File: src/rtl/ddr_arb_pkg.sv
// ddr_arb_pkg: shared state type, burst constants and sizing helper
// for the DDR burst arbiter.
package ddr_arb_pkg;

  typedef enum logic [2:0] {
    IDLE,
    WR_DATA,
    WR_CMD,
    RD_CMD,
    RD_DATA,
    DONE
  } arb_state_e;

  localparam int unsigned WORD_BYTES    = 4;
  localparam int unsigned BURST_LEN_DEF = 32;
  localparam int unsigned BURST_BYTES   = BURST_LEN_DEF * WORD_BYTES;

  // Ceil log2, never below 1 so it can size an index vector.
  function automatic int unsigned clog2(input int unsigned v);
    int unsigned r;
    r = 0;
    for (int i = 0; i < 32; i++) begin
      if ((64'd1 << i) < 64'(v)) r = i + 1;
    end
    if (r == 0) r = 1;
    return r;
  endfunction

  localparam int unsigned ALIGN_BITS = clog2(BURST_BYTES);

endpackage

File: src/rtl/ddr_rr_picker.sv
// ddr_rr_picker: combinational round-robin select, first active
// request at or after the pointer, wrapping modulo NUM_REQ.
module ddr_rr_picker #(
  parameter int unsigned NUM_REQ = 2,
  parameter int unsigned IDX_W   = 1
) (
  input  logic [NUM_REQ-1:0] req,
  input  logic [IDX_W-1:0]   ptr,
  output logic               any,
  output logic [NUM_REQ-1:0] gnt,
  output logic [IDX_W-1:0]   idx
);

  always_comb begin
    int unsigned k;
    k   = 0;
    any = 1'b0;
    gnt = '0;
    idx = '0;
    for (int unsigned i = 0; i < NUM_REQ; i++) begin
      k = 32'(ptr) + i;
      if (k >= NUM_REQ) k = k - NUM_REQ;
      if (!any && req[k]) begin
        any    = 1'b1;
        gnt[k] = 1'b1;
        idx    = IDX_W'(k);
      end
    end
  end

endmodule

File: src/rtl/ddr_burst_arbiter.sv
// ddr_burst_arbiter: round-robin burst scheduler onto the DDR app port.
// Optional read watchdog enabled by DDR_BURST_ARB_TIMEOUT_EN.
module ddr_burst_arbiter
  import ddr_arb_pkg::*;
#(
  parameter int unsigned NUM_REQ     = 2,
  parameter int unsigned BURST_LEN   = 32,
  parameter int unsigned ADDR_WIDTH  = 30,
  parameter int unsigned DATA_WIDTH  = 32,
  parameter int unsigned TIMEOUT_CYC = 1024
) (
  input  logic                         c1_clk0,
  input  logic                         c1_rst0,
  input  logic [NUM_REQ-1:0]           req_valid,
  input  logic [NUM_REQ-1:0]           req_we,
  input  logic [NUM_REQ*ADDR_WIDTH-1:0] req_addr,
  input  logic [NUM_REQ*DATA_WIDTH-1:0] req_wdata,
  output logic [NUM_REQ-1:0]           wdata_pop,
  output logic [DATA_WIDTH-1:0]        rd_data,
  output logic [NUM_REQ-1:0]           rd_valid,
  output logic [NUM_REQ-1:0]           cmp_done,
  output logic                         cmp_err,
  output logic                         busy,
  input  logic                         app_w_enable,
  input  logic                         app_r_enable,
  output logic [ADDR_WIDTH-1:0]        app_addr_wr,
  output logic                         app_addr_wr_valid,
  output logic [DATA_WIDTH-1:0]        app_data_wr,
  output logic                         app_data_wr_valid,
  output logic [ADDR_WIDTH-1:0]        app_addr_rd,
  output logic                         app_addr_rd_valid,
  input  logic [DATA_WIDTH-1:0]        app_data_rd,
  input  logic                         app_data_rd_valid
);

  localparam int unsigned IDX_W   = clog2(NUM_REQ);
  localparam int unsigned BEAT_W  = clog2(BURST_LEN);
  localparam int unsigned ALIGN_W = clog2(BURST_LEN * WORD_BYTES);
  localparam logic [ADDR_WIDTH-1:0] ALIGN_MASK =
    ~((ADDR_WIDTH'(1) << ALIGN_W) - ADDR_WIDTH'(1));

  if (NUM_REQ < 2 || NUM_REQ > 8 || TIMEOUT_CYC < 2) begin : g_bad_cfg
    $error("ddr_burst_arbiter: unsupported parameter set");
  end

  arb_state_e            state_q, state_d;
  logic [IDX_W-1:0]      gnt_q, gnt_d, rr_q, rr_d;
  logic [ADDR_WIDTH-1:0] addr_q, addr_d;
  logic [BEAT_W-1:0]     beat_q, beat_d;
  logic [DATA_WIDTH-1:0] rd_data_q, rd_data_d;
  logic [NUM_REQ-1:0]    rd_valid_q, rd_valid_d;
  logic                  drop_q, drop_d;
  logic                  pick_any;
  logic [NUM_REQ-1:0]    pick_gnt, gnt_oh;
  logic [IDX_W-1:0]      pick_idx;
  logic                  last_beat;

`ifdef DDR_BURST_ARB_TIMEOUT_EN
  localparam int unsigned TO_W = clog2(TIMEOUT_CYC) + 1;
  logic [TO_W-1:0] to_q, to_d;
  logic            err_q, err_d;
`endif

  ddr_rr_picker #(
    .NUM_REQ (NUM_REQ),
    .IDX_W   (IDX_W)
  ) u_pick (
    .req (req_valid),
    .ptr (rr_q),
    .any (pick_any),
    .gnt (pick_gnt),
    .idx (pick_idx)
  );

  assign gnt_oh    = {{(NUM_REQ-1){1'b0}}, 1'b1} << gnt_q;
  assign last_beat = (beat_q == BEAT_W'(BURST_LEN - 1));

  always_comb begin
    state_d           = state_q;
    gnt_d             = gnt_q;
    rr_d              = rr_q;
    addr_d            = addr_q;
    beat_d            = beat_q;
    rd_data_d         = rd_data_q;
    rd_valid_d        = '0;
    drop_d            = drop_q;
    wdata_pop         = '0;
    app_data_wr_valid = 1'b0;
    app_data_wr       = '0;
    app_addr_wr_valid = 1'b0;
    app_addr_wr       = '0;
    app_addr_rd_valid = 1'b0;
    app_addr_rd       = '0;
    cmp_done          = '0;
`ifdef DDR_BURST_ARB_TIMEOUT_EN
    to_d              = to_q;
    err_d             = err_q;
`endif
    // Stray read returns are discarded but remembered.
    if (app_data_rd_valid && state_q != RD_DATA) drop_d = 1'b1;
    unique case (state_q)
      IDLE: begin
        if (pick_any) begin
          gnt_d  = pick_idx;
          addr_d = req_addr[32'(pick_idx)*ADDR_WIDTH +: ADDR_WIDTH]
                   & ALIGN_MASK;
          beat_d = '0;
`ifdef DDR_BURST_ARB_TIMEOUT_EN
          err_d  = 1'b0;
`endif
          state_d = |(req_we & pick_gnt) ? WR_DATA : RD_CMD;
        end
      end
      WR_DATA: begin
        if (app_w_enable) begin
          app_data_wr_valid = 1'b1;
          app_data_wr = req_wdata[32'(gnt_q)*DATA_WIDTH +: DATA_WIDTH];
          wdata_pop   = gnt_oh;
          beat_d      = beat_q + 1'b1;
          if (last_beat) begin
            beat_d  = '0;
            state_d = WR_CMD;
          end
        end
      end
      WR_CMD: begin
        if (app_w_enable) begin
          app_addr_wr_valid = 1'b1;
          app_addr_wr       = addr_q;
          state_d           = DONE;
        end
      end
      RD_CMD: begin
        if (app_r_enable) begin
          app_addr_rd_valid = 1'b1;
          app_addr_rd       = addr_q;
          beat_d            = '0;
`ifdef DDR_BURST_ARB_TIMEOUT_EN
          to_d              = TO_W'(1);
`endif
          state_d           = RD_DATA;
        end
      end
      RD_DATA: begin
        if (app_data_rd_valid) begin
          rd_valid_d = gnt_oh;
          rd_data_d  = app_data_rd;
          beat_d     = beat_q + 1'b1;
`ifdef DDR_BURST_ARB_TIMEOUT_EN
          to_d       = TO_W'(1);
`endif
          if (last_beat) begin
            beat_d  = '0;
            state_d = DONE;
          end
        end
`ifdef DDR_BURST_ARB_TIMEOUT_EN
        // to_q counts cycles since the last beat or the command.
        else if (to_q == TO_W'(TIMEOUT_CYC - 1)) begin
          err_d   = 1'b1;
          state_d = DONE;
        end else begin
          to_d = to_q + 1'b1;
        end
`endif
      end
      DONE: begin
        cmp_done = gnt_oh;
        rr_d     = (gnt_q == IDX_W'(NUM_REQ - 1)) ? '0 : gnt_q + 1'b1;
        state_d  = IDLE;
      end
      default: state_d = IDLE;
    endcase
  end

  always_ff @(posedge c1_clk0) begin
    if (c1_rst0) begin
      state_q    <= IDLE;
      gnt_q      <= '0;
      rr_q       <= '0;
      addr_q     <= '0;
      beat_q     <= '0;
      rd_data_q  <= '0;
      rd_valid_q <= '0;
      drop_q     <= 1'b0;
    end else begin
      state_q    <= state_d;
      gnt_q      <= gnt_d;
      rr_q       <= rr_d;
      addr_q     <= addr_d;
      beat_q     <= beat_d;
      rd_data_q  <= rd_data_d;
      rd_valid_q <= rd_valid_d;
      drop_q     <= drop_d;
    end
  end

`ifdef DDR_BURST_ARB_TIMEOUT_EN
  always_ff @(posedge c1_clk0) begin
    if (c1_rst0) begin
      to_q  <= '0;
      err_q <= 1'b0;
    end else begin
      to_q  <= to_d;
      err_q <= err_d;
    end
  end

  assign cmp_err = (state_q == DONE) && err_q;
`else
  assign cmp_err = 1'b0;
`endif

  assign busy     = (state_q != IDLE);
  assign rd_data  = rd_data_q;
  assign rd_valid = rd_valid_q;

endmodule
File: config.mk
export PLATFORM = sky130hd
export DESIGN_NAME = ddr_burst_arbiter
export DESIGN_NICKNAME = d
export VERILOG_FILES = /design/src/rtl/ddr_arb_pkg.sv /design/src/rtl/ddr_rr_picker.sv /design/src/rtl/ddr_burst_arbiter.sv
export SDC_FILE = /design/constraint.sdc
export NUM_CORES = 1
export LEC_CHECK = 0
export BUFFER_PORTS_ARGS = -buffer_cell sky130_fd_sc_hd__buf_2
export CAP_MARGIN = 20
export CORE_AREA = 2 2 117 119
export CTS_BUF_LIST = sky130_fd_sc_hd__clkbuf_8
export DETAILED_ROUTE_END_ITERATION = 10
export DIE_AREA = 0 0 119 121
export MAX_ROUTING_LAYER = met4
export PLACE_DENSITY = 0.62
export SLEW_MARGIN = 40
export SYNTH_ARGS = -nofsm -noshare
export SYNTH_HDL_FRONTEND = slang
export SYNTH_SLANG_ARGS = --single-unit
File: constraint.sdc
create_clock -name c1_clk0 -period 1.59 [get_ports c1_clk0]
set_clock_uncertainty 0.05 [all_clocks]
set_input_delay 0 -clock c1_clk0 [delete_from_list [all_inputs] [get_ports c1_clk0]]
set_output_delay 0 -clock c1_clk0 [all_outputs]
set_load 0.01 [all_outputs]
==> impl_metrics.csv <==
group,metric,value,unit
run_status,outcome,"finished, violations left",
run_status,violations,"setup timing",
timing,tns,-6.26,ns
final_layout,layout_common_cells,"207 x buf_2, 77 x dlygate4sd3_1, 70 x nand2_1",
setup_path,setup.worst_path.end,"app_addr_rd[7]",
setup_path,rr_endpoint,"beat_q[2]$_SDFFE_PP0P_",
logic_synthesis,netlist_instances,473,
timing,setup_slack,-0.175,ns
timing,post-route-period-util,1.11,
route,drt-total-wl,17100,um
power,peakVddDrop,0.573,mV
timing,fin_crit,1.77,ns
floorplan,num_rows,42,
min_path,worstHoldPathType,"in -> reg",
logic_synthesis,yosysWarnings,0,
floorplan,dieArea,14400,um2
power,pwr-share-comb,0.441,
logic_synthesis,syn_area_per_cell,8.02,um2
setup_path,critPathMaxFanout,12,
setup_path,r2r_cells,4,
logic_synthesis,synth_seq_cells,67,
setup_path,cp.arrival,1.72,ns
clock_network,numClockSinks,67,
logic_synthesis,synth_cell_type_count,38,
logic_synthesis,ys_seq_area_frac,0.353,
final_layout,final_common_cell,"buf_2",
clock_network,path_clk_slew,0.08,ns
global_route,grt_pass1_wl,20800,um
global_route,globalRouteTotalUtil,0.184,
final_layout,syn_to_final_growth,101,%
logic_synthesis,synth_edf_count,0,
setup_path,cp-end-kind,"primary output",
timing,setup-violations-final,82,
route,drc_errors,0,
final_layout,drive_above_1_share,0.529,
clock_network,cts_tree,"built",
timing,finalHoldViolations,0,
floorplan,core-area,13100,um2
logic_synthesis,async_flop_share,0,
route,vias_per_cell,4.69,
timing,rsz0062_at_grt,"true",
setup_path,critPathLaunchType,"flip-flop",
logic_synthesis,ys.flop_type,"dfxtp_1",
timing,hold-worst-slack,0.0156,ns
power,seqPwrFrac,0.326,
setup_path,worstReg2RegStart,"state_q[1]$_SDFFE_PP0P_",
logic_synthesis,yosys.area.top_type,"dfxtp_1",
place,portBuffers,270,
power,swShare,0.343,
clock_network,clockBufferDepth,2,
timing,fmax,567,MHz
power,clkPwrFrac,0.233,
power,p_int,4.11,mW
setup_path,critPathKind,"reg -> out",
logic_synthesis,synth_top_area_frac,0.353,
power,power.leakage,3.53,nW
final_layout,fin_nets,1004,
clock_network,clk_latency,0.35,ns
floorplan,start_util,0.290,
global_route,grt_max_degree,58,
power,power,6.26,mW
setup_path,cp-startpoint,"state_q[0]$_SDFFE_PP0P_",
logic_synthesis,syn_area,3790,um2
global_route,first_global_vias,4191,
route,drtPass1Iterations,4,
place,gp_congestion,0.810,
clock_network,numCtsBuffers,9,
route,drt_iter0_drc,311,
power,p_switching,2.14,mW
place,hpwl,9410,um
logic_synthesis,synthTopCellsByArea,"dfxtp_1 35%, mux2i_1 15%, and2_1 7.6%",
global_route,grt_overflow,0,
flow_run,maxCapViolCount,0,
timing,slew_viol_final,0,
power,power_density,820,nW/um2
route,wl_per_cell,16.8,um
floorplan,dieHeight,121,um
route,ant_nets,0,
clock_network,root_buffer,"clkbuf_8",
global_route,antenna_found_initial,2,
floorplan,fp.dieW,119,um
route,num_vias,4783,
setup_path,rrSetupSlack,-0.04,ns
floorplan,num_io_pins,300,
clock_network,h-tree-depth,3,
setup_path,required,1.54,ns
==> through the flow <==
step,cells,util,instance area (um2),setup WS [ns]
floorplan,487,-,3850,0.0263
global placement,902,0.411,5370,-0.0438
detailed placement,902,0.411,5370,-0.0675
CTS,996,0.490,6410,-0.123
global route,1019,0.583,7630,-0.244
finish,1019,0.583,7630,-0.175
==> worst min path at each step <==
stage | start | endpoint | depth (start not counted)
final | req_addr[17] | addr_q[17]$_SDFFE_PP0P_ | 3
after global routing | req_addr[13] | addr_q[13]$_SDFFE_PP0P_ | 3
after CTS | req_addr[17] | addr_q[17]$_SDFFE_PP0P_ | 3
after detailed placement | app_data_rd[2] | rd_data[2]$_SDFFE_PP0N_ | 3
after global placement | app_data_rd[27] | rd_data[27]$_SDFFE_PP0N_ | 3
after floorplan | app_data_rd[0] | rd_data[0]$_SDFFE_PP0N_ | 2
==> worst max-delay path, stage by stage, from the launching register on <==
cell     delay, ns
dfxtp_2       0.36
buf_6         0.12
inv_4         0.05
nor2_4        0.11
and3_4        0.26
buf_16        0.15
and2_1        0.16
buf_2         0.15
==> power groups by stage <==
stage               registers [mW]  logic (mW)  clock network, mW
finish                        2.04        2.76               1.46
global route                  2.06        2.92               1.59
CTS                           2.00        1.92               1.52
detailed placement            2.03        1.73                  0
global placement              2.03        1.70                  0
floorplan                     2.00        1.15                  0
==> cell families (layout without fill, tap and decap cells) <==
logic type | Yosys count | after routing | synth area share
and+or+nand+nor | 208 | 208 | 0.255
AOI/OAI and AO/OA | 80 | 80 | 0.144
DFF | 67 | 67 | 0.353
muxes | 57 | 57 | 0.150
buffers and inverters | 57 | 411 | 0.0874
adders and majority gates | 2 | 2 | 0.00659
other | 1 | 17 | 0.000988
xor gates and xnor gates | 1 | 1 | 0.00231
==> timing repair <==
item / CTS / global route
hold endpoints to repair: 55 / 0
gates resized for setup: 12 / 205
hold buffers: 77 / 0
pin swaps: 0 / 45
buffers inserted: 1 / 7
setup endpoints to repair: 109 / 139
gates cloned: 1 / 14
==> cells in the mapped netlist (4+ instances only) <==
cell / n
buf_4: 18
nor3_1: 4
clkbuf_1: 17
and2_1: 46
o21ai_0: 4
nor2_1: 67
a21oi_1: 43
nand2_1: 71
dfxtp_1: 67
inv_1: 5
buf_6: 5
and3_1: 5
a211oi_2: 10
mux2i_1: 57
a211oi_1: 13
buf_2: 10
==> registers in the layout, indices dropped and copies added (netlist names) <==
signal / count
rd_valid: 2
rr_q: 1
beat_q: 5
gnt_q: 1
rd_data: 32
state_q: 3
addr_q: 23
==> layout make-up <==
cell class	count	area (um2)
inverters	5	23.8
fillers	1089	5450
multi-input cells	363	2630
flip-flops and latches	67	1350
well taps	176	220
repair buffers	391	3200
clock buffers	11	151
diodes	2	5.00
clock inverters	4	50.0
==> per-layer routing <==
| layer | vias up | track usage | part of all wire |
|---|---|---|---|
| li1 | 2291 | - | - |
| met1 | 2207 | 0.207 | 0.39 |
| met2 | 244 | 0.321 | 0.51 |
| met3 | 41 | 0.0498 | 0.073 |
| met4 | 0 | 0.0565 | 0.027 |
| met5 | - | - | 0 |
Note: power is estimated with default switching activity, not from simulation.
